<file path="src/rtl/imem_load_ctrl.sv">
// Run-time instruction memory loader: stalls the core, drains the pipeline, streams a program
// image into imem from word 0, then pulses a PC reset and releases the stall.
module imem_load_ctrl #(
  parameter int unsigned N            = 32,
  parameter int unsigned ADDR_W       = 7,
  parameter int unsigned FLUSH_CYCLES = 4
) (
  input  logic              clk,
  input  logic              rst,
  input  logic              start,
  input  logic [ADDR_W:0]   word_count,
  input  logic              abort,
  input  logic [N-1:0]      in_data,
  input  logic              in_valid,
  output logic              in_ready,
  output logic              mem_we,
  output logic [ADDR_W-1:0] mem_addr,
  output logic [N-1:0]      mem_wdata,
  output logic              cpu_hold,
  output logic              cpu_rst_pc,
  output logic              busy,
  output logic              done,
  output logic              err,
  output logic [ADDR_W:0]   loaded_words
);

  localparam int unsigned FlushW = (FLUSH_CYCLES > 1) ? $clog2(FLUSH_CYCLES) : 1;
  localparam logic [ADDR_W:0] MaxWords = {1'b1, {ADDR_W{1'b0}}};

  typedef enum logic [2:0] {StIdle, StFlush, StLoad, StRestart, StRelease} state_e;

  state_e            state_q;
  logic [ADDR_W:0]   target_q;
  logic [ADDR_W:0]   count_q;
  logic [FlushW-1:0] flush_q;
  logic              hs;
  logic              last_word;
  logic              start_ok;
  logic              flush_end;

  // Abort takes priority over a same-cycle handshake, so it gates ready directly.
  assign in_ready     = (state_q == StLoad) && (count_q < target_q) && !abort;
  assign hs           = in_valid && in_ready;
  assign last_word    = (count_q + (ADDR_W + 1)'(1)) == target_q;
  assign start_ok     = (word_count != '0) && (word_count <= MaxWords);
  assign flush_end    = int'(flush_q) == int'(FLUSH_CYCLES) - 1;
  assign loaded_words = count_q;

  always_ff @(posedge clk or negedge rst) begin
    if (!rst) begin
      state_q    <= StIdle;
      target_q   <= '0;
      count_q    <= '0;
      flush_q    <= '0;
      mem_we     <= 1'b0;
      mem_addr   <= '0;
      mem_wdata  <= '0;
      cpu_hold   <= 1'b0;
      cpu_rst_pc <= 1'b0;
      busy       <= 1'b0;
      done       <= 1'b0;
      err        <= 1'b0;
    end else begin
      mem_we     <= 1'b0;
      cpu_rst_pc <= 1'b0;
      done       <= 1'b0;
      unique case (state_q)
        StIdle: begin
          if (start) begin
            if (start_ok) begin
              target_q <= word_count;
              count_q  <= '0;
              flush_q  <= '0;
              err      <= 1'b0;
              cpu_hold <= 1'b1;
              busy     <= 1'b1;
              state_q  <= (FLUSH_CYCLES == 0) ? StLoad : StFlush;
            end else begin
              err <= 1'b1;
            end
          end
        end
        StFlush: begin
          if (abort) begin
            err        <= 1'b1;
            cpu_rst_pc <= 1'b1;
            state_q    <= StRestart;
          end else if (flush_end) begin
            state_q <= StLoad;
          end else begin
            flush_q <= flush_q + FlushW'(1);
          end
        end
        StLoad: begin
          if (abort) begin
            err        <= 1'b1;
            cpu_rst_pc <= 1'b1;
            state_q    <= StRestart;
          end else if (hs) begin
            mem_we    <= 1'b1;
            mem_addr  <= count_q[ADDR_W-1:0];
            mem_wdata <= in_data;
            count_q   <= count_q + (ADDR_W + 1)'(1);
            if (last_word) begin
              cpu_rst_pc <= 1'b1;
              state_q    <= StRestart;
            end
          end
        end
        StRestart: begin
          // err is only set here by an abort of this load, so it suppresses done.
          cpu_hold <= 1'b0;
          done     <= !err;
          state_q  <= StRelease;
        end
        StRelease: begin
          busy    <= 1'b0;
          state_q <= StIdle;
        end
        default: state_q <= StIdle;
      endcase
    end
  end

endmodule

</file>
<file path="config.mk">
export PLATFORM = sky130hd
export DESIGN_NAME = imem_load_ctrl
export DESIGN_NICKNAME = d
export VERILOG_FILES = /design/src/rtl/imem_load_ctrl.sv
export SDC_FILE = /design/constraint.sdc
export NUM_CORES = 1
export LEC_CHECK = 0
export CAP_MARGIN = 15
export CORE_UTILIZATION = 35
export CTS_BUF_LIST = sky130_fd_sc_hd__clkbuf_4 sky130_fd_sc_hd__clkbuf_8 sky130_fd_sc_hd__clkbuf_16
export DETAILED_ROUTE_END_ITERATION = 8
export PLACE_DENSITY = 0.61
export SLEW_MARGIN = 40
export SYNTH_ARGS = -nofsm -noshare
export SYNTH_HDL_FRONTEND = slang
export SYNTH_SLANG_ARGS = --single-unit
</file>
<file path="constraint.sdc">
create_clock -name clk -period 3.41 [get_ports clk]
set_input_delay 0.5115 -clock clk [delete_from_list [all_inputs] [get_ports clk]]
set_output_delay 0.5115 -clock clk [all_outputs]
set_load 0.02 [all_outputs]
</file>
==> out/results.txt, run 1 <==
Slew Viols, Final = 0
Die Ht = 95.8 µm
WL met1 = 3.33 mm
Mapped cell area = 0.00308 mm²
Clock transition at path regs = 0.08 ns
Syn avg cell area = 11.8 µm²
Starting Density = 0.368
Tcrit/Tclk final = 0.890
Max Root-Sink Buffers = 2
Yosys cell types = 47
Reg power frac = 0.358
Critical path's largest stage delay = 0.64 ns
Adder-cell share of the synthesized area = 0.0406
Core area = 0.00838 mm²
RSZ-0062 raised after global routing = no
Top-area cell type share of the netlist area = 0.536
Crit path time final = 3.04 ns
Reg2reg start = loaded_words[0]
Mux contribution to synthesized area = 0.153
Via density = 5.07
Detail Placement HPWL = 5.15 mm
Slew margin rel. = 0.583
Port Buffers = 98
First-pass DRT Iterations = 4
First-pass GRT wire length = 11.8 mm
Maximum vdd ir drop = 574 µV
GRT Total Usage = 0.171
Hold_buf cts = 0
Clock tree sinks = 66
Fmax = 329 MHz
Post-CTS sizing = 0
Die X = 95.8 µm
Clock share of power = 0.224
Final TNS setup = 0 ns
Grt total ovfl = 0
Synthesized-area fraction occupied by and/or/nand/nor cells = 0.103
Largest family of logic cells by synthesized area = multiplexers
Die Area = 0.00918 mm²
Met2 Wirelength = 3.11 mm
Final Hold Violating Endpoints = 0
Run status = finished clean
Synth cell count leaders = dfrtp_1 (66), mux2_2 (40), nand2_1 (18)
Synth warn = 0
Vias in the first global route = 2500
Synth-to-Final Area Change = 44.0%
Depth of the most critical reg-to-reg path = 7
DR DRC count = 0
Critical path peak fanout = 6
CP cell instances = clkdlybuf4s50_1 -> nor4b_1 -> o21ai_0 -> nor3b_1 -> clkdlybuf4s50_1
Initial antenna violation count = 0
# rows = 33
Final antenna-violating net count = 0
Clk_lat worst skew = 0.35 ns
Post-synth ARST share = 1.00
CTS H-tree lvls = 3
Final setup fails = 0
Critical path class = primary input to output pin
Combinational Power Share = 0.418
CTS tree = done
Slew @ Worst Pin = 0.626 ns
Clk_skew = 0.0156 ns
CP required = 2.90 ns
Top Metal Used = met4
Layout cells sized above 1 = 0.184
FF-to-FF End = cpu_rst_pc
CP dominant cell by count = clkdlybuf4s50_1
Synth Register Bits = 66
Sequential element share of the synthesized area = 0.536
Power per cell area = 817 mW/mm²
Critical-path top delay cell = clkdlybuf4s50_1
Routed length on met3 = 653 µm
Count leader, synth = dfrtp_1
CP Capture Type = output pin
Net Count, Synth = 316
Root Driver = clkbuf_8
NetSw = 1.25 mW
Largest net degree at the start of global routing = 49
Compound-Gate Fraction of Synth Area = 0.106
1st-iter DRT viols = 97
Final Net Count = 419
Max-cap violations = 0
Leak Pwr = 1.89 nW
Top FF cell, synth = dfrtp_1
Via count = 2401
Top cells by area, synth = dfrtp_1 (54%), mux2_2 (15%), ha_1 (4.1%), a21oi_1 (2.3%), o21ai_0 (2.3%)
Switching share of total power = 0.346
Setup Buffers After CTS = 0
Overall power = 3.62 mW
Internal = 2.37 mW
Min-delay worst type = primary input to async pin
Worst Setup Start Kind = primary input
Fraction of synthesized cell area in xor and xnor cells = 0.0256
Synth Instances = 261
GP Congestion = 0.790
Antenna cells = 0
CTS Buf Count = 9
Io pins = 99
Crit path DAT = 2.52 ns
Per-cell routed wire length = 15.2 µm
Post-synth EDFFs = 0
R2r setup slk = 1.03 ns
DRT Wirelength = 7.19 mm
Yosys top cell by area = dfrtp_1
## critical path: cells and delay by family
kind,cells,cell delay [ns]
buffers and inverters,2,1.13
and+or+nand+nor,2,0.67
AOI/OAI and AO/OA,1,0.22
## power groups by stage
| stage | logic (mW) | clock network, mW | registers, mW |
|---|---|---|---|
| floorplan | 0.606 | 0 | 1.53 |
| global placement | 1.51 | 0 | 1.30 |
| detailed placement | 1.52 | 0 | 1.31 |
| CTS | 1.53 | 0.837 | 1.30 |
| global route | 1.64 | 0.870 | 1.34 |
| finish | 1.52 | 0.810 | 1.30 |
## stage by stage
stage	hold slack (ns)	instance area, µm²	setup slack (ns)	util	cells
floorplan	0.216	3080	1.18	-	261
global placement	0.461	4190	0.380	0.500	458
detailed placement	0.470	4190	0.342	0.500	458
CTS	0.0837	4440	0.335	0.529	474
global route	0.111	4440	0.154	0.529	474
finish	0.0844	4440	0.374	0.529	474
## worst max-delay path by stage
stage,from,endpoint,depth (start not counted)
after floorplan,loaded_words[1],in_ready,5
after global placement,abort,in_ready,5
after detailed placement,abort,in_ready,5
after CTS,abort,in_ready,5
after global routing,abort,in_ready,5
final,abort,in_ready,5
## cells by family (layout without fill, tap and decap cells)
group / after synthesis / count (layout)
AOI/OAI and AO/OA: 50 / 50
adders and majority gates: 10 / 10
xor gates and xnor gates: 9 / 9
DFF: 66 / 66
and+or+nand+nor: 58 / 58
muxes: 42 / 42
buffers and inverters: 26 / 134
## placed cells by master (no fill, tap or decap), types with 5 or more instances in the layout
cell type | Yosys | layout
clkdlybuf4s50_1 | 0 | 97
dfrtp_1 | 66 | 66
mux2_2 | 40 | 40
nand2_1 | 18 | 18
o21ai_0 | 14 | 14
a21oi_1 | 14 | 14
inv_1 | 13 | 13
nor2_1 | 11 | 11
ha_1 | 10 | 10
clkbuf_8 | 0 | 9
xnor2_1 | 5 | 5
buf_4 | 0 | 5
## registers in the layout, summed over array words and instances (netlist names)
register,cells
cpu_hold,1
busy,1
mem_we,1
flush_q,2
done,1
cpu_rst_pc,1
mem_wdata,32
mem_addr,7
target_q,8
state_q,3
loaded_words,8
err,1
## cell type report
class,instances,area (µm²)
Timing Repair Buffer,104,1030
Inverter,14,52.6
Multi-Input combinational cell,169,1320
Fill cell,747,3950
Clock inverter,6,115
Sequential cell,66,1650
Tap cell,105,131
Clock buffer,10,131
## metal layers
layer / up-vias / GRT usage
li1: 1138 / -
met1: 1173 / 0.216
met2: 81 / 0.256
met3: 9 / 0.0877
met4: 0 / 0.0498
met5: - / 0
No activity file was read; power rests on OpenSTA's default activity.
==> run 2, diff against run 1 <==
--- a/config.mk
+++ b/config.mk
@@ -6,10 +6,10 @@
 export NUM_CORES = 1
 export LEC_CHECK = 0
 export CAP_MARGIN = 15
-export CORE_UTILIZATION = 35
+export CORE_UTILIZATION = 50
 export CTS_BUF_LIST = sky130_fd_sc_hd__clkbuf_4 sky130_fd_sc_hd__clkbuf_8 sky130_fd_sc_hd__clkbuf_16
 export DETAILED_ROUTE_END_ITERATION = 8
-export PLACE_DENSITY = 0.61
+export PLACE_DENSITY = 0.84
 export SLEW_MARGIN = 40
 export SYNTH_ARGS = -nofsm -noshare
 export SYNTH_HDL_FRONTEND = slang
==> run 2 against run 1 <==
Net effect:
- core utilization rose by 20 points
- non-clock buffer count is 1 lower
- maximum frequency is 0.33% lower
- sequential share of layout area rose by 0.83 points
- final cell count shrank 6.8%
- clock power down 20%
- largest cell class unchanged
- routed wire length fell by 1.1%
- cell area down 2.2%
- hold slack better by 0.057 ns
==> out/results.txt, run 2 (synthesis gave the netlist of run 1 again) <==
Core area = 0.00592 mm² (was 0.00838 mm²)
Via count = 2410 (was 2401)
Slew margin rel. = 0.673 (was 0.583)
# rows = 28 (was 33)
Worst Setup Start Kind = primary input (unchanged)
Leak Pwr = 1.87 nW (was 1.89 nW)
Max Root-Sink Buffers = 2 (unchanged)
Final TNS setup = 0 ns (unchanged)
Detail Placement HPWL = 5.11 mm (was 5.15 mm)
Critical path peak fanout = 6 (unchanged)
Power per cell area = 801 mW/mm² (was 817 mW/mm²)
Final Hold Violating Endpoints = 0 (unchanged)
Fmax = 328 MHz (was 329 MHz)
Via density = 5.45 (was 5.07)
Critical path class = primary input to output pin (unchanged)
Met2 usage = 0.382 (was 0.256)
Vias in the first global route = 2551 (was 2500)
Most frequent cells in the layout = clkdlybuf4s50_1 (97), dfrtp_1 (66), mux2_2 (40) (unchanged)
GP Congestion = 0.903 (was 0.790)
DP Cell Count = 427 (was 458)
1st-iter DRT viols = 138 (was 97)
Clk_lat worst skew = 0.34 ns (was 0.35 ns)
DRT Wirelength = 7.11 mm (was 7.19 mm)
RSZ-0062 raised after global routing = no (unchanged)
Slew Viols, Final = 0 (unchanged)
Starting Density = 0.520 (was 0.368)
Port Buffers = 98 (unchanged)
Initial antenna violation count = 0 (unchanged)
Reg power frac = 0.374 (was 0.358)
Crit path DAT = 2.53 ns (was 2.52 ns)
Internal = 2.24 mW (was 2.37 mW)
Switching share of total power = 0.355 (was 0.346)
Clk_skew = 0.00557 ns (was 0.0156 ns)
CTS Buf Count = 9 (unchanged)
Die X = 80.5 µm (was 95.8 µm)
CTS tree = done (unchanged)
Io pins = 99 (unchanged)
Pre-CTS setup slack = 0.377 ns (was 0.342 ns)
Root Driver = clkbuf_8 (unchanged)
Filler cells = 412 (was 747)
GRT Total Usage = 0.244 (was 0.171)
Tcrit/Tclk final = 0.893 (was 0.890)
Overall power = 3.47 mW (was 3.62 mW)
Synth-to-Final Area Change = 40.9% (was 44.0%)
Layout cells sized above 1 = 0.180 (was 0.184)
Final setup fails = 0 (unchanged)
Met1 Usage GRT = 0.290 (was 0.216)
Most flops, register = mem_wdata (unchanged)
Layout Cells excl Fill = 442 (was 474)
CP dominant cell by count = clkdlybuf4s50_1 (unchanged)
Largest net degree at the start of global routing = 44 (was 49)
Crit path buf inv count = 2 (unchanged)
Hold_buf cts = 0 (unchanged)
Max-cap violations = 0 (unchanged)
Grt total ovfl = 0 (unchanged)
Min-delay worst type = primary input to async pin (unchanged)
Antenna cells = 0 (unchanged)
Reg2reg start = loaded_words[0] (unchanged)
WHS = 0.141 ns (was 0.0844 ns)
GRT busiest layer = met2 (unchanged)
Clock transition at path regs = 0.06 ns (was 0.08 ns)
Die Ht = 80.5 µm (was 95.8 µm)
Run status = finished clean (unchanged)
Clock share of power = 0.187 (was 0.224)
First-pass DRT Iterations = 6 (was 4)
Clock tree sinks = 66 (unchanged)
Max FFs per register = 32 (unchanged)
Post-DP Area = 0.00415 mm² (was 0.00419 mm²)
Final worst slack = 0.364 ns (was 0.374 ns)
Maximum vdd ir drop = 504 µV (was 574 µV)
CP Capture Type = output pin (unchanged)
CP required = 2.90 ns (about the same)
Per-cell routed wire length = 16.1 µm (was 15.2 µm)
Final Net Count = 418 (was 419)
Critical path's largest stage delay = 0.64 ns (about the same)
Critical-path top delay cell = clkdlybuf4s50_1 (unchanged)
Slew @ Worst Pin = 0.486 ns (was 0.626 ns)
GR met3 Demand/Resource = 0.100 (was 0.0877)
Crit path launch = abort (unchanged)
Final antenna-violating net count = 0 (unchanged)
Commonest non-fill, non-tap cell in the layout = clkdlybuf4s50_1 (unchanged)
Top delay family on crit path = buffers and inverters (unchanged)
Final Util = 0.733 (was 0.529)
Setup Buffers After CTS = 0 (unchanged)
Post-CTS sizing = 0 (unchanged)
Final Cell Area = 0.00434 mm² (was 0.00444 mm²)
CP cell instances = clkdlybuf4s50_1 -> nor4b_1 -> o21ai_0 -> nor3b_1 -> clkdlybuf4s50_1 (unchanged)
Crit path time final = 3.05 ns (was 3.04 ns)
Die Area = 0.00648 mm² (was 0.00918 mm²)
NetSw = 1.23 mW (was 1.25 mW)
CTS H-tree lvls = 3 (unchanged)
First-pass GRT wire length = 11.7 mm (was 11.8 mm)
Combinational Power Share = 0.438 (was 0.418)
DR DRC count = 0 (unchanged)
[run 2: cell type report]
cell class | instances | area (µm²) | share of cell area
multi-input cells | 169 | 1320 | 0.304
inverters | 14 | 52.6 | 0.0121
flip-flops and latches | 66 | 1650 | 0.381
clock inverters | 3 | 40.0 | 0.00923
repair buffers | 103 | 1030 | 0.237
well taps | 75 | 93.8 | 0.0216
clock buffers | 12 | 153 | 0.0352
[run 2: worst paths after layout]
path	endpoint	slack (ns)	depth (start not counted)
hold reg to reg	done	0.48	1
max in group asynchronous	target_q[5]	2.51	2
setup reg to reg	loaded_words[7]	0.91	11
min in group clk	done	0.48	1
hold / removal	mem_wdata[21]	0.14	1
setup / recovery	in_ready	0.36	5
[run 2: per-layer routing]
layer	share of wire	vias to the layer above
met3	0.093	15
met1	0.41	1159
li1	-	1136
met2	0.47	100
met5	0	-
met4	0.021	0
[run 2: worst reg2reg max path: stages (launching register included)]
cell	delay (ns)
dfrtp_1	0.54
inv_1	0.09
ha_1	0.20
nor2b_1	0.10
o211ai_1	0.10
a21oi_1	0.24
nand2b_1	0.20
buf_4	0.20
clkinv_1	0.12
buf_12	0.19
a41oi_1	0.28
o22a_1	0.17
[run 2: power by group through the flow]
| stage | clock [mW] | combinational, mW | sequential [mW] |
|---|---|---|---|
| after detailed placement | 0 | 1.52 | 1.31 |
| after floorplan | 0 | 0.606 | 1.53 |
| after CTS | 0.667 | 1.54 | 1.30 |
| after global placement | 0 | 1.49 | 1.29 |
| final | 0.651 | 1.52 | 1.30 |
| after global routing | 0.695 | 1.64 | 1.34 |
==> run 3, diff against run 2 <==
--- a/config.mk
+++ b/config.mk
@@ -6,6 +6,7 @@
 export NUM_CORES = 1
 export LEC_CHECK = 0
 export CAP_MARGIN = 15
+export CORE_ASPECT_RATIO = 0.8
 export CORE_UTILIZATION = 50
 export CTS_BUF_LIST = sky130_fd_sc_hd__clkbuf_4 sky130_fd_sc_hd__clkbuf_8 sky130_fd_sc_hd__clkbuf_16
 export DETAILED_ROUTE_END_ITERATION = 8
==> run 3 against run 2 <==
Net effect:
- clock-buffer cell count is 2 lower
- cell area grew 0.98%
- sequential cell count unchanged
- first-iteration DRC count shrank 18%
- routed wire length decreased by 3.4%
- final cell count rose by 1.6%
- clock skew up 0.0018 ns
- critical endpoint unchanged
==> out/results.txt, run 3 (synthesis gave the netlist of run 1 again) <==
Run status = finished clean (unchanged)
DR DRC count = 0 (unchanged)
Die X = 89.8 µm (was 80.5 µm)
Die Area = 0.00648 mm² (about the same)
CP required = 2.90 ns (about the same)
R2r setup slk = 0.93 ns (was 0.91 ns)
GRT Total Usage = 0.227 (was 0.244)
Antenna cells = 0 (unchanged)
CTS H-tree lvls = 3 (unchanged)
Min-delay worst type = primary input to async pin (unchanged)
Max FFs per register = 32 (unchanged)
DRT Wirelength = 6.87 mm (was 7.11 mm)
Final Hold Violating Endpoints = 0 (unchanged)
Clock tree sinks = 66 (unchanged)
Max Root-Sink Buffers = 2 (unchanged)
Final TNS setup = 0 ns (unchanged)
Max-cap violations = 0 (unchanged)
Fmax = 328 MHz (about the same)
Largest net degree at the start of global routing = 36 (was 44)
Leak Pwr = 1.88 nW (was 1.87 nW)
Commonest non-fill, non-tap cell in the layout = clkdlybuf4s50_1 (unchanged)
Most flops, register = mem_wdata (unchanged)
GP Congestion = 0.870 (was 0.903)
Crit path DAT = 2.54 ns (was 2.53 ns)
Root Driver = clkbuf_8 (unchanged)
Detail Placement HPWL = 4.98 mm (was 5.11 mm)
Die Ht = 72.2 µm (was 80.5 µm)
Port Buffers = 98 (unchanged)
Crit path time final = 3.05 ns (about the same)
Worst Setup Start Kind = primary input (unchanged)
Post-CTS sizing = 0 (unchanged)
Via density = 5.33 (was 5.45)
Final setup fails = 0 (unchanged)
1st-iter DRT viols = 113 (was 138)
Reg2reg start = loaded_words[0] (unchanged)
WHS = 0.124 ns (was 0.141 ns)
Power per cell area = 811 mW/mm² (was 801 mW/mm²)
Tcrit/Tclk final = 0.894 (was 0.893)
Clk_skew = 0.00742 ns (was 0.00557 ns)
Depth of the most critical reg-to-reg path = 9 (was 11)
Io pins = 99 (unchanged)
CTS Buf Count = 9 (unchanged)
CP Capture Type = output pin (unchanged)
Starting Density = 0.521 (was 0.520)
# rows = 25 (was 28)
Critical path class = primary input to output pin (unchanged)
First-pass DRT Iterations = 4 (was 6)
RSZ-0062 raised after global routing = no (unchanged)
Slew @ Worst Pin = 0.484 ns (was 0.486 ns)
Via count = 2391 (was 2410)
Core area = 0.00591 mm² (was 0.00592 mm²)
Setup Buffers After CTS = 0 (unchanged)
Final antenna-violating net count = 0 (unchanged)
FF-to-FF End = mem_wdata[24] (was loaded_words[7])
Synth-to-Final Area Change = 42.2% (was 40.9%)
Per-cell routed wire length = 15.3 µm (was 16.1 µm)
CTS tree = done (unchanged)
Grt total ovfl = 0 (unchanged)
Layout cells sized above 1 = 0.182 (was 0.180)
Clock transition at path regs = 0.07 ns (was 0.06 ns)
Slew Viols, Final = 0 (unchanged)
Final Net Count = 418 (unchanged)
Critical path peak fanout = 6 (unchanged)
Clk_lat worst skew = 0.34 ns (about the same)
Slew margin rel. = 0.674 (was 0.673)
Layout Cells excl Fill = 449 (was 442)
First-pass GRT wire length = 11.3 mm (was 11.7 mm)
Vias in the first global route = 2408 (was 2551)
DP Cell Count = 433 (was 427)
Hold_buf cts = 0 (unchanged)
Most frequent cells in the layout = clkdlybuf4s50_1 (97), dfrtp_1 (66), mux2_2 (40) (unchanged)
Initial antenna violation count = 0 (unchanged)
Maximum vdd ir drop = 487 µV (was 504 µV)
-- run 3: worst max path at each step --
stage               depth (start not counted)  slack, ns             from        to
floorplan                                   5       1.18  loaded_words[1]  in_ready
global placement                            5       0.42            abort  in_ready
detailed placement                          5       0.40            abort  in_ready
CTS                                         5       0.37            abort  in_ready
global route                                5       0.23            abort  in_ready
finish                                      5       0.36            abort  in_ready
-- run 3: per-layer routing --
metal | GRT usage | routed length [µm] | vias to the layer above | part of all wire
li1 | - | - | 1135 | -
met1 | 0.289 | 3040 | 1171 | 0.44
met2 | 0.349 | 3130 | 76 | 0.46
met3 | 0.0996 | 605 | 9 | 0.088
met4 | 0.0801 | 88 | 0 | 0.013
met5 | 0 | 0 | - | 0
-- run 3: cell type report --
| cell class | instances | area [µm²] |
|---|---|---|
| inverter | 14 | 52.6 |
| sequential | 66 | 1650 |
| clock buffer | 10 | 138 |
| timing repair buffer | 103 | 1030 |
| multi-input combinational | 169 | 1320 |
| clock inverter | 6 | 90.1 |
| tap | 81 | 101 |
| fill | 417 | 1530 |
-- run 3: power breakdown --
part / leakage, nW / total [mW] / switching, mW / internal (mW)
combinational: 0.934 / 1.52 / 0.730 / 0.788
clock: 0.112 / 0.733 / 0.301 / 0.432
sequential: 0.833 / 1.30 / 0.219 / 1.08
total: 1.88 / 3.55 / 1.25 / 2.30
-- run 3: per-stage QoR --
stage                     power, mW  setup slack (ns)  instance area, µm²   util
after global routing           3.76             0.225                4380  0.741
after CTS                      3.58             0.373                4380  0.741
final                          3.55             0.362                4380  0.741
after global placement         2.78             0.421                4150  0.702
after floorplan                2.14              1.18                3080      -
after detailed placement       2.83             0.402                4150  0.702
-- run 3: critical path, stage by stage --
cell	delay [ns]
clkdlybuf4s50_1	0.49
nor4b_1	0.39
o21ai_0	0.22
nor3b_1	0.27
clkdlybuf4s50_1	0.65
